===== config.mk =====
export PLATFORM = sky130hd
export DESIGN_NAME = result_ascii_streamer_flat
export DESIGN_NICKNAME = d
export VERILOG_FILES = /design/src/rtl/result_ascii_streamer_pkg.sv /design/src/rtl/result_ascii_streamer_if.sv /design/src/rtl/result_ascii_streamer_bin2bcd_seq.sv /design/src/rtl/result_ascii_streamer.sv /design/src/flat_wrapper.sv
export SDC_FILE = /design/constraint.sdc
export NUM_CORES = 1
export LEC_CHECK = 0
export CAP_MARGIN = 20
export CORE_MARGIN = 2
export CORE_UTILIZATION = 31
export CTS_CLUSTER_SIZE = 30
export DETAILED_ROUTE_END_ITERATION = 10
export PLACE_DENSITY_LB_ADDON = 0.05
export REMOVE_ABC_BUFFERS = 1
export SYNTH_ARGS = -nofsm -noshare
export SYNTH_HDL_FRONTEND = slang
export SYNTH_HIERARCHICAL = 1
export SYNTH_SLANG_ARGS = --single-unit

===== constraint.sdc =====
create_clock -name clk -period 5.11 [get_ports clk]
set_clock_uncertainty 0.2 [all_clocks]
set_input_delay 0.7665 -clock clk [delete_from_list [all_inputs] [get_ports clk]]
set_output_delay 0.7665 -clock clk [all_outputs]
set_load 0.1 [all_outputs]

===== src/rtl/result_ascii_streamer_pkg.sv =====
// Shared types and constants for the result-to-ASCII streamer.
package result_ascii_streamer_pkg;

  localparam int unsigned NUM_DIGITS = 5;
  localparam int unsigned VALUE_W    = 16;
  localparam int unsigned DIGIT_W    = 4;
  localparam int unsigned BCD_W      = NUM_DIGITS * DIGIT_W;
  localparam int unsigned POS_W      = 3;
  localparam int unsigned CHAR_W     = 8;
  localparam int unsigned CNT_W      = 5;

  localparam logic [CHAR_W-1:0] ASCII_ZERO = 8'h30;

  typedef enum logic [1:0] {
    IDLE    = 2'd0,
    CONVERT = 2'd1,
    EMIT    = 2'd2,
    DONE    = 2'd3
  } state_t;

  // Extract decimal digit i (0 = most significant) from a packed BCD word.
  function automatic logic [DIGIT_W-1:0] bcd_digit(input logic [BCD_W-1:0] bcd,
                                                   input int unsigned     idx);
    bcd_digit = bcd[BCD_W-1-DIGIT_W*idx -: DIGIT_W];
  endfunction

endpackage


===== src/rtl/result_ascii_streamer_if.sv =====
// Start/value request plus character stream handshake towards the LCD controller.
interface result_ascii_streamer_if;
  import result_ascii_streamer_pkg::*;

  logic                start;
  logic [VALUE_W-1:0]  value_i;
  logic                busy;
  logic                char_valid;
  logic                char_ready;
  logic [CHAR_W-1:0]   char_data;
  logic [POS_W-1:0]    char_pos;
  logic                done;

  // Requester / LCD side
  modport master (
    output start, value_i, char_ready,
    input  busy, char_valid, char_data, char_pos, done
  );

  // Streamer side
  modport slave (
    input  start, value_i, char_ready,
    output busy, char_valid, char_data, char_pos, done
  );
endinterface


===== src/rtl/result_ascii_streamer_bin2bcd_seq.sv =====
// Iterative double-dabble converter: one shift-add-3 step per clock after load.
module bin2bcd_seq
  import result_ascii_streamer_pkg::*;
(
  input  logic               clk,
  input  logic               rst,
  input  logic               load,
  input  logic [VALUE_W-1:0] bin,
  output logic [BCD_W-1:0]   bcd,
  output logic               ready
);

  logic [VALUE_W-1:0] bin_q;
  logic [BCD_W-1:0]   bcd_q;
  logic [BCD_W-1:0]   bcd_adj;
  logic [CNT_W-1:0]   cnt_q;

  // Add 3 to every nibble that is 5 or more before the shift.
  always_comb begin
    bcd_adj = bcd_q;
    for (int i = 0; i < NUM_DIGITS; i++) begin
      if (bcd_q[DIGIT_W*i +: DIGIT_W] >= 4'd5)
        bcd_adj[DIGIT_W*i +: DIGIT_W] = bcd_q[DIGIT_W*i +: DIGIT_W] + 4'd3;
    end
  end

  // Load clears the accumulator; each later cycle shifts in one binary bit, MSB first.
  always_ff @(posedge clk or posedge rst) begin
    if (rst) begin
      bin_q <= '0;
      bcd_q <= '0;
      cnt_q <= '0;
    end else if (load) begin
      bin_q <= bin;
      bcd_q <= '0;
      cnt_q <= CNT_W'(VALUE_W);
    end else if (cnt_q != '0) begin
      bin_q <= {bin_q[VALUE_W-2:0], 1'b0};
      bcd_q <= {bcd_adj[BCD_W-2:0], bin_q[VALUE_W-1]};
      cnt_q <= cnt_q - CNT_W'(1);
    end
  end

  // High once the final iteration is in flight, so the caller can switch on that edge.
  assign ready = (cnt_q <= CNT_W'(1));
  assign bcd   = bcd_q;

endmodule


===== src/rtl/result_ascii_streamer.sv =====
// Converts a 16-bit result to five ASCII digits and streams them with valid/ready.
module result_ascii_streamer
  import result_ascii_streamer_pkg::*;
#(
  parameter bit                LEAD_ZERO_BLANK = 1'b1,
  parameter logic [CHAR_W-1:0] BLANK_CHAR      = 8'h20
) (
  input  logic                    clk,
  input  logic                    rst,
  result_ascii_streamer_if.slave  bus
);

  localparam logic [POS_W-1:0] LAST_POS = POS_W'(NUM_DIGITS - 1);

  state_t             state_q, state_d;
  logic [POS_W-1:0]   pos_q, pos_d;
  logic               conv_load;
  logic               conv_ready;
  logic [BCD_W-1:0]   conv_bcd;
  logic [NUM_DIGITS-1:0] blank;
  logic [DIGIT_W-1:0] sel_digit;
  logic               sel_blank;
  logic [CHAR_W-1:0]  char_sel;

  bin2bcd_seq u_bin2bcd (
    .clk   (clk),
    .rst   (rst),
    .load  (conv_load),
    .bin   (bus.value_i),
    .bcd   (conv_bcd),
    .ready (conv_ready)
  );

  // State and column registers.
  always_ff @(posedge clk or posedge rst) begin
    if (rst) begin
      state_q <= IDLE;
      pos_q   <= '0;
    end else begin
      state_q <= state_d;
      pos_q   <= pos_d;
    end
  end

  // Next-state logic: accept start in IDLE only, advance column on each transfer.
  always_comb begin
    state_d   = state_q;
    pos_d     = pos_q;
    conv_load = 1'b0;
    case (state_q)
      IDLE: begin
        if (bus.start) begin
          conv_load = 1'b1;
          pos_d     = '0;
          state_d   = CONVERT;
        end
      end
      CONVERT: begin
        if (conv_ready) begin
          pos_d   = '0;
          state_d = EMIT;
        end
      end
      EMIT: begin
        if (bus.char_ready) begin
          if (pos_q == LAST_POS) begin
            pos_d   = '0;
            state_d = DONE;
          end else begin
            pos_d = pos_q + POS_W'(1);
          end
        end
      end
      DONE: begin
        state_d = IDLE;
      end
      default: begin
        state_d = IDLE;
      end
    endcase
  end

  // Leading-zero mask: a digit blanks when it and everything above it are zero.
  always_comb begin
    logic zero_run;
    blank    = '0;
    zero_run = 1'b1;
    for (int i = 0; i < NUM_DIGITS; i++) begin
      zero_run = zero_run & (bcd_digit(conv_bcd, i) == '0);
      blank[i] = LEAD_ZERO_BLANK && zero_run && (i != NUM_DIGITS - 1);
    end
  end

  // Pick the digit for the current column; held stable while the LCD stalls.
  always_comb begin
    sel_digit = '0;
    sel_blank = 1'b0;
    for (int i = 0; i < NUM_DIGITS; i++) begin
      if (pos_q == POS_W'(i)) begin
        sel_digit = bcd_digit(conv_bcd, i);
        sel_blank = blank[i];
      end
    end
    if (state_q != EMIT)
      char_sel = '0;
    else if (sel_blank)
      char_sel = BLANK_CHAR;
    else
      char_sel = ASCII_ZERO + CHAR_W'(sel_digit);
  end

  // Outputs decode only registered state, column and converter contents.
  assign bus.busy       = (state_q != IDLE);
  assign bus.char_valid = (state_q == EMIT);
  assign bus.done       = (state_q == DONE);
  assign bus.char_pos   = pos_q;
  assign bus.char_data  = char_sel;

endmodule


===== src/flat_wrapper.sv =====
// flat-port wrapper written by rule: the top's interface ports become plain ports
module result_ascii_streamer_flat import result_ascii_streamer_pkg::*;
#(
  parameter bit                LEAD_ZERO_BLANK = 1'b1,
  parameter logic [CHAR_W-1:0] BLANK_CHAR      = 8'h20
)
  (clk, rst, bus_start, bus_value_i, bus_char_ready, bus_busy, bus_char_valid, bus_char_data, bus_char_pos, bus_done);
  result_ascii_streamer_if bus_i ();
  input  logic clk;
  input  logic rst;
  input wire logic [$bits(bus_i.start)-1:0] bus_start;
  input wire logic [$bits(bus_i.value_i)-1:0] bus_value_i;
  input wire logic [$bits(bus_i.char_ready)-1:0] bus_char_ready;
  output wire logic [$bits(bus_i.busy)-1:0] bus_busy;
  output wire logic [$bits(bus_i.char_valid)-1:0] bus_char_valid;
  output wire logic [$bits(bus_i.char_data)-1:0] bus_char_data;
  output wire logic [$bits(bus_i.char_pos)-1:0] bus_char_pos;
  output wire logic [$bits(bus_i.done)-1:0] bus_done;
  assign bus_i.start = bus_start;
  assign bus_i.value_i = bus_value_i;
  assign bus_i.char_ready = bus_char_ready;
  assign bus_busy = bus_i.busy;
  assign bus_char_valid = bus_i.char_valid;
  assign bus_char_data = bus_i.char_data;
  assign bus_char_pos = bus_i.char_pos;
  assign bus_done = bus_i.done;
  result_ascii_streamer #(.LEAD_ZERO_BLANK(LEAD_ZERO_BLANK), .BLANK_CHAR(BLANK_CHAR)) u_core (.clk(clk), .rst(rst), .bus(bus_i));
endmodule

==> impl_metrics.ini, run 1 <==
[floorplan]
pin_count = 34
start_util_pct = 31.9
core_um2 = 9770
die_h_um = 104
die_w_um = 104
die-area_um2 = 10900
rows = 36

[sta]
slew_violations = 0
finalHoldViolCount = 0
fmax_mhz = 240
layout_setup_ws_ns = 0.943
rsz0062_at_grt = false
setup-tns-final_ns = 0
hold_ws_ns = 0.317
relSlewSlack_pct = 34.5
fin_crit_sh_pct = 81.5
worstMarginPinSlew_ns = 0.980
fin_crit_ns = 4.17
setup_viol_count_final = 0

[grt]
antenna_found_initial = 0
grt_max_degree = 44
grt_pass1_vias = 2453
grt.overflow.total = 0
track_usage_pct = 13.9
grt_first_pass_wirelength_um = 12400

[pwr]
power_mw = 2.34
leakage_nw = 1.55
vdd_drop_max_mv = 0.314
power_density_nw_per_um2 = 651

[clock_network]
cts_inserted_buffers = 5
hold_buffers = 0
cts_resized = 0
clkSinkCount = 46
clkLatencyLatePin_ns = 0.30
cts_tree = yes
cts_root_buf = clkbuf_8
clockBufferDepth = 2
path_clk_slew_ns = 0.09
cts_setup_buffers = 0
htree_levels = 2

[logic_synthesis]
yosys_most_used_dff = dfrtp_1
avgSynthCellArea_um2 = 8.84
synthTopCellsByArea = dfrtp_1, ha_1, mux2i_1
synth_top_cells_by_count = dfrtp_1, nand2_1, inv_1
async_reset_ff_share_pct = 100
ys_seq_area_share_pct = 36.9
synth_top_area_cell = dfrtp_1
synth_top_area_share_pct = 36.9
synth-seq-cells = 46
syn_inst = 353
synth-warning-count = 6
syn_area_um2 = 3120
yosysUniqueCellTypes = 45
synth-edff-count = 0
synth_most_common_cell = dfrtp_1

[detailed_routing]
drc = 0
drtAntennaViolNets = 0
wl_per_cell_um = 14.2
first_pass_iters = 4
routed_wl_um = 7180
routed-via-count = 2502
drtIter0Drc = 110
viasPerCell = 4.93

[setup_path]
critPathLaunch = u_core/bus.char_pos[0]
worst_setup_path_start_kind = flop
crit_required_ns = 4.14
worst-setup-path-type = reg -> out
cp-end-kind = primary output
crit_arrival_ns = 3.20
crit-reg2reg-launch = u_core/u_bin2bcd/cnt_q[0]
crit_path_max_fanout = 8

[cells_and_area]
layout-drive-gt1-share_pct = 6.68
nets = 415
insertedDiodeCount = 0
synthToLayoutAreaGrowth_pct = 15.0

[placement]
dp_slack_ns = 1.28
post-dp-hpwl_um = 4910
portBuffers = 31
place.gp.congestion = 0.728

[run]
drv_cap = 0

[status]
outcome = completed

[min_path]
hold_class = reg -> reg
hp-start = u_core/u_bin2bcd/bin_q[0]
-- cells in the final DEF (no fill, tap or decap), drive strengths merged, types with 3 or more instances in the layout --
cell,count
buf,4
a21oi,22
ha,22
nor2b,15
o211ai,10
nor2,16
nor4,4
inv,36
or3,20
a22oi,4
nand2,37
clkbuf,6
dfrtp,46
nand3,6
o2111ai,10
mux2i,16
a311oi,4
clkinv,3
o21ai,35
o21a,5
clkdlybuf4s50,31
-- routing by layer --
layer	up-vias	GRT usage, %	wire length [um]
li1	1275	-	-
met1	1180	17.7	3360
met2	41	24.1	3560
met3	6	2.44	211
met4	0	3.67	59
met5	-	0	0
-- flip-flops by register name, summed over array words and instances (netlist names) --
name                    cells
u_core/bus.char_pos         3
u_core/state_q              2
u_core/u_bin2bcd/bcd       20
u_core/u_bin2bcd/bin_q     16
u_core/u_bin2bcd/cnt_q      5
-- layout make-up --
class | count | area (um2)
Inverter | 37 | 139
Clock buffer | 6 | 72.6
Timing Repair Buffer | 35 | 340
Sequential cell | 46 | 1150
Multi-Input combinational cell | 248 | 1710
Clock inverter | 2 | 13.8
Tap cell | 133 | 166
Fill cell | 1035 | 6190
-- power breakdown --
part | total (mW) | switching [mW] | leakage, nW | internal, mW
clock | 0.231 | 0.134 | 0.0452 | 0.0970
combinational | 1.41 | 0.873 | 0.919 | 0.535
sequential | 0.697 | 0.174 | 0.586 | 0.523
total | 2.34 | 1.18 | 1.55 | 1.16
-- logic make-up (layout without fill, tap and decap cells) --
kind of cell,Yosys count,count (layout),synth area share (%)
flip-flops,46,46,36.9
AND/OR/NAND/NOR,105,105,17.0
other,1,2,0.120
adder cells (fa/ha/maj),22,22,8.82
multiplexers,18,18,6.10
XOR/XNOR,1,1,0.281
AO/OA/AOI/OAI,100,100,21.9
buffers and inverters,60,80,8.86
-- stage by stage --
step	std cells	util, %	cell area, um2
finish	507	36.7	3590
global route	507	36.7	3590
CTS	507	36.7	3590
detailed placement	499	35.8	3500
global placement	499	35.8	3500
floorplan	331	-	2990
-- worst max-delay path: stages, from the launching register on --
cell	delay (ns)
dfrtp_1	0.45
ha_1	0.23
ha_1	0.27
or2_2	0.34
a21oi_1	0.17
a22oi_1	0.09
a21oi_1	0.18
clkdlybuf4s50_1	1.15
-- worst paths after layout --
kind	cells past startpoint	to	slack, ns
setup / recovery	7	bus_char_data[3]	0.94
hold / removal	2	u_core/u_bin2bcd/bin_q[0]	0.32
setup reg to reg	6	u_core/u_bin2bcd/bin_q[14]	2.70
hold reg to reg	2	u_core/u_bin2bcd/bin_q[0]	0.32
max in group asynchronous	3	u_core/u_bin2bcd/bcd[13]	3.58
min in group asynchronous	2	u_core/bus.char_pos[0]	0.50
No activity file was read; power rests on OpenSTA's default activity.
==> run 2: changes to the inputs <==
Clock period 5.11 ns to 3.7 ns, I/O delays scaled along.
==> run 2 against run 1 <==
  * Core utilization grew 0.27 points
  * Critical endpoint is now bus_char_data[0]
  * Highest routed layer unchanged
  * Sequential share of layout area is 0.23 points lower
  * Total power is 38% higher
  * Sequential power rose by 38%
==> impl_metrics.ini, run 2 (synthesized netlist as in run 1, its figures left out) <==
[clock_network]
clockBufferDepth = 2
hold_buffers = 0
cts_root_buf = clkbuf_8
htree_levels = 2
clkSinkCount = 46
cts_inserted_buffers = 5
cts_resized = 0
cts_tree = yes
cts_setup_buffers = 0
clkLatencyLatePin_ns = 0.30
path_clk_slew_ns = 0.08

[sta]
worstMarginPinSlew_ns = 0.975
rsz0062_at_grt = false
relSlewSlack_pct = 34.8
fin_crit_ns = 3.06
slew_violations = 0
fin_crit_sh_pct = 82.8
hold_ws_ns = 0.301
finalHoldViolCount = 0
setup_viol_count_final = 0
fmax_mhz = 326

[status]
outcome = completed

[grt]
track_usage_pct = 13.8
antenna_found_initial = 0
grt.overflow.total = 0
grt_pass1_vias = 2492
grt_max_degree = 73
grt_first_pass_wirelength_um = 12400

[detailed_routing]
routed_wl_um = 7160
first_pass_iters = 5
wl_per_cell_um = 14.1
viasPerCell = 4.91
drc = 0
drtAntennaViolNets = 0
drtIter0Drc = 77
routed-via-count = 2495

[floorplan]
die_h_um = 104
die-area_um2 = 10900
start_util_pct = 31.9
core_um2 = 9770
rows = 36
die_w_um = 104
pin_count = 34

[cells_and_area]
stdcell_area_um2 = 3610
largest_reg_flops = 20
final_common_cell = dfrtp_1
n_fill_cell = 1042
insertedDiodeCount = 0
layout-drive-gt1-share_pct = 9.33
nets = 417
synthToLayoutAreaGrowth_pct = 15.9
final_cell_mix = dfrtp_1, nand2_1, inv_1, clkdlybuf4s50_1, ha_1

[setup_path]
rrSetupSlack_ns = 1.16
rr_worst_depth = 6
worst_setup_path_start_kind = flop
crit_arrival_ns = 2.31
rr_endpoint = u_core/u_bin2bcd/bcd[18]
crit_path_max_fanout = 8
cp-end-kind = primary output
worst-setup-path-type = reg -> out
crit-reg2reg-launch = u_core/u_bin2bcd/cnt_q[0]
crit_required_ns = 2.94

[placement]
portBuffers = 31
post-dp-hpwl_um = 4960
post_dp_cell_area_um2 = 3520
place.gp.congestion = 0.748

[pwr]
power_density_nw_per_um2 = 895
vdd_drop_max_mv = 0.334
leakage_nw = 1.58
power_mw = 3.24

[min_path]
hold_class = in -> async

[run]
drv_cap = 0
## run 2: worst max-delay path by stage
stage / startpoint / slack, ns / cells after the start / to
after CTS: u_core/bus.char_pos[0] / 0.63 / 7 / bus_char_data[0]
after global placement: u_core/u_bin2bcd/cnt_q[0] / 0.99 / 6 / u_core/u_bin2bcd/bin_q[2]
after detailed placement: u_core/u_bin2bcd/cnt_q[0] / 0.96 / 6 / u_core/u_bin2bcd/bin_q[2]
after floorplan: u_core/state_q[0] / -0.97 / 4 / bus_char_data[0]
after global routing: u_core/bus.char_pos[0] / 0.50 / 7 / bus_char_data[2]
final: u_core/bus.char_pos[0] / 0.64 / 7 / bus_char_data[0]
## run 2: final cells by class
class                           count  area [um2]  share of cell area (%)
Multi-Input combinational cell    248        1710                    47.2
Sequential cell                    46        1150                    31.8
Timing Repair Buffer               37         373                    10.3
Tap cell                          133         166                    4.60
Inverter                           37         139                    3.84
Clock buffer                        6        72.6                    2.01
Clock inverter                      1        7.51                   0.208
## run 2: routing by layer
layer | vias up | GRT usage (%) | part of all wire (%)
met2 | 30 | 23.2 | 49
met1 | 1187 | 18.9 | 48
met3 | 2 | 2.07 | 2.3
met4 | 0 | 2.32 | 0.48
li1 | 1276 | - | -
met5 | - | 0 | 0
## run 2: critical path, stage by stage, from the launching register on
cell and delay (ns):
dfrtp_1 0.44, ha_1 0.23, ha_1 0.28, or2_2 0.35, a21oi_1 0.13, a22oi_1 0.08, a21oi_1 0.19, buf_4 0.32
## run 2: per-stage QoR
step / setup slack [ns] / setup TNS, ns / utilization [%] / instances
after global placement: 0.994 / 0 / 35.7 / 499
after CTS: 0.627 / 0 / 36.8 / 507
after detailed placement: 0.960 / 0 / 36.0 / 500
final: 0.637 / 0 / 37.0 / 508
after floorplan: -0.967 / -4.77 / - / 331
after global routing: 0.500 / 0 / 37.0 / 508
## run 2: power breakdown
part           leakage (nW)  total [mW]  internal, mW  switching [mW]
Combinational         0.957        1.96         0.746            1.22
Sequential            0.586       0.964         0.723           0.241
Clock                0.0373       0.310         0.130           0.180
==> run 3: changes to the inputs <==
Clock period 3.7 ns to 3.2 ns, I/O delays scaled along.
==> run 3 against run 2 <==
  * Combinational power grew 19%
  * Global-route usage grew 0.40 points
  * Register-to-register slack worse by 0.52 ns
  * Die area did not move
  * Sequential cell count did not move
  * Setup slack worse by 0.46 ns
  * Routed wire length up 1.8%
  * Cell area rose by 2.0%
  * Cell count is 0.59% higher
  * Clock-buffer cell count unchanged
==> impl_metrics.ini, run 3 (synthesized netlist as in run 1, its figures left out) <==
[placement]
portBuffers = 31
dp_slack_ns = 0.525
place.gp.congestion = 0.752
post-dp-hpwl_um = 5230
post_dp_cell_area_um2 = 3580

[pwr]
power_density_nw_per_um2 = 1060
power_mw = 3.90
leakage_nw = 1.61
vdd_drop_max_mv = 0.517

[grt]
antenna_found_initial = 0
grt_pass1_vias = 2565
grt_first_pass_wirelength_um = 12800
grt.overflow.total = 0
track_usage_pct = 14.2
grt_max_degree = 31

[detailed_routing]
viasPerCell = 4.96
routed_wl_um = 7280
drc = 0
drtAntennaViolNets = 0
routed-via-count = 2536
drtIter0Drc = 68
first_pass_iters = 4
wl_per_cell_um = 14.3

[clock_network]
htree_levels = 2
cts_tree = yes
clkSinkCount = 46
hold_buffers = 0
cts_root_buf = clkbuf_8
clkLatencyLatePin_ns = 0.31
path_clk_slew_ns = 0.10
clockBufferDepth = 2
cts_resized = 0
cts_setup_buffers = 0
cts_inserted_buffers = 5

[sta]
worstMarginPinSlew_ns = 0.767
fin_crit_sh_pct = 94.4
relSlewSlack_pct = 48.8
setup_viol_count_final = 0
fmax_mhz = 331
fin_crit_ns = 3.02
setup-tns-final_ns = 0
slew_violations = 0
finalHoldViolCount = 0
rsz0062_at_grt = false
layout_setup_ws_ns = 0.179
hold_ws_ns = 0.253

[cells_and_area]
nets = 419
n_fill_cell = 1025
insertedDiodeCount = 0
final_common_cell = dfrtp_1
synthToLayoutAreaGrowth_pct = 18.2
multi_input_area_um2 = 1710
final_cell_mix = dfrtp_1, nand2_1, inv_1, ha_1
largest_reg_flops = 20
register_area_um2 = 1150
stdcell_area_um2 = 3690
layout-drive-gt1-share_pct = 10.8

[min_path]
hold_class = in -> async

[floorplan]
core_um2 = 9770
rows = 36
die_w_um = 104
pin_count = 34
start_util_pct = 31.9
die_h_um = 104
die-area_um2 = 10900

[setup_path]
worst-setup-path-type = reg -> out
worst_setup_path_start_kind = flop
crit_required_ns = 2.52
cp-end-kind = primary output
crit_path_max_fanout = 8
crit_arrival_ns = 2.34

[run]
drv_cap = 0

[status]
outcome = completed
==> run 3: cell type report <==
class / instances / area share (%)
inverter: 37 / 3.77
clock inverter: 2 / 1.02
multi-input combinational: 248 / 46.3
tap: 133 / 4.51
clock buffer: 6 / 1.97
timing repair buffer: 39 / 11.3
sequential: 46 / 31.2
==> run 3: layer usage <==
| metal | vias to the layer above | part of all wire (%) | GRT usage [%] | wire length (um) |
|---|---|---|---|---|
| li1 | 1281 | - | - | - |
| met1 | 1209 | 48 | 18.6 | 3480 |
| met2 | 38 | 49 | 24.2 | 3540 |
| met3 | 8 | 2.6 | 2.51 | 191 |
| met4 | 0 | 0.95 | 3.19 | 69 |
| met5 | - | 0 | 0 | 0 |
==> run 3: final timing paths <==
check                      depth (start not counted)                      start  slack [ns]                   endpoint
max in group asynchronous                          3                        rst        1.75   u_core/u_bin2bcd/bcd[16]
setup / recovery                                   7     u_core/bus.char_pos[0]        0.18           bus_char_data[3]
min in group clk                                   2  u_core/u_bin2bcd/bin_q[0]        0.32  u_core/u_bin2bcd/bin_q[0]
setup reg to reg                                   6  u_core/u_bin2bcd/cnt_q[0]        0.64  u_core/u_bin2bcd/bin_q[9]
hold / removal                                     2                        rst        0.25          u_core/state_q[1]
hold reg to reg                                    2  u_core/u_bin2bcd/bin_q[0]        0.32  u_core/u_bin2bcd/bin_q[0]
==> run 3: critical path: stages (launching register included) <==
cell     delay, ns
dfrtp_1       0.45
ha_1          0.23
ha_1          0.27
or2_2         0.34
a21oi_1       0.14
a22oi_1       0.11
a21oi_1       0.29
buf_12        0.22
==> run 3: report_power, final <==
part	total, mW	internal [mW]	switching, mW
clock	0.447	0.233	0.213
combinational	2.33	0.920	1.41
sequential	1.12	0.836	0.282
==> run 3: stage by stage <==
stage / instances / util, %
2_1_floorplan: 331 / -
3_3_place_gp: 503 / 36.6
4_1_cts: 511 / 37.7
5_1_grt: 511 / 37.7
6_report: 511 / 37.7
3_5_place_dp: 503 / 36.6
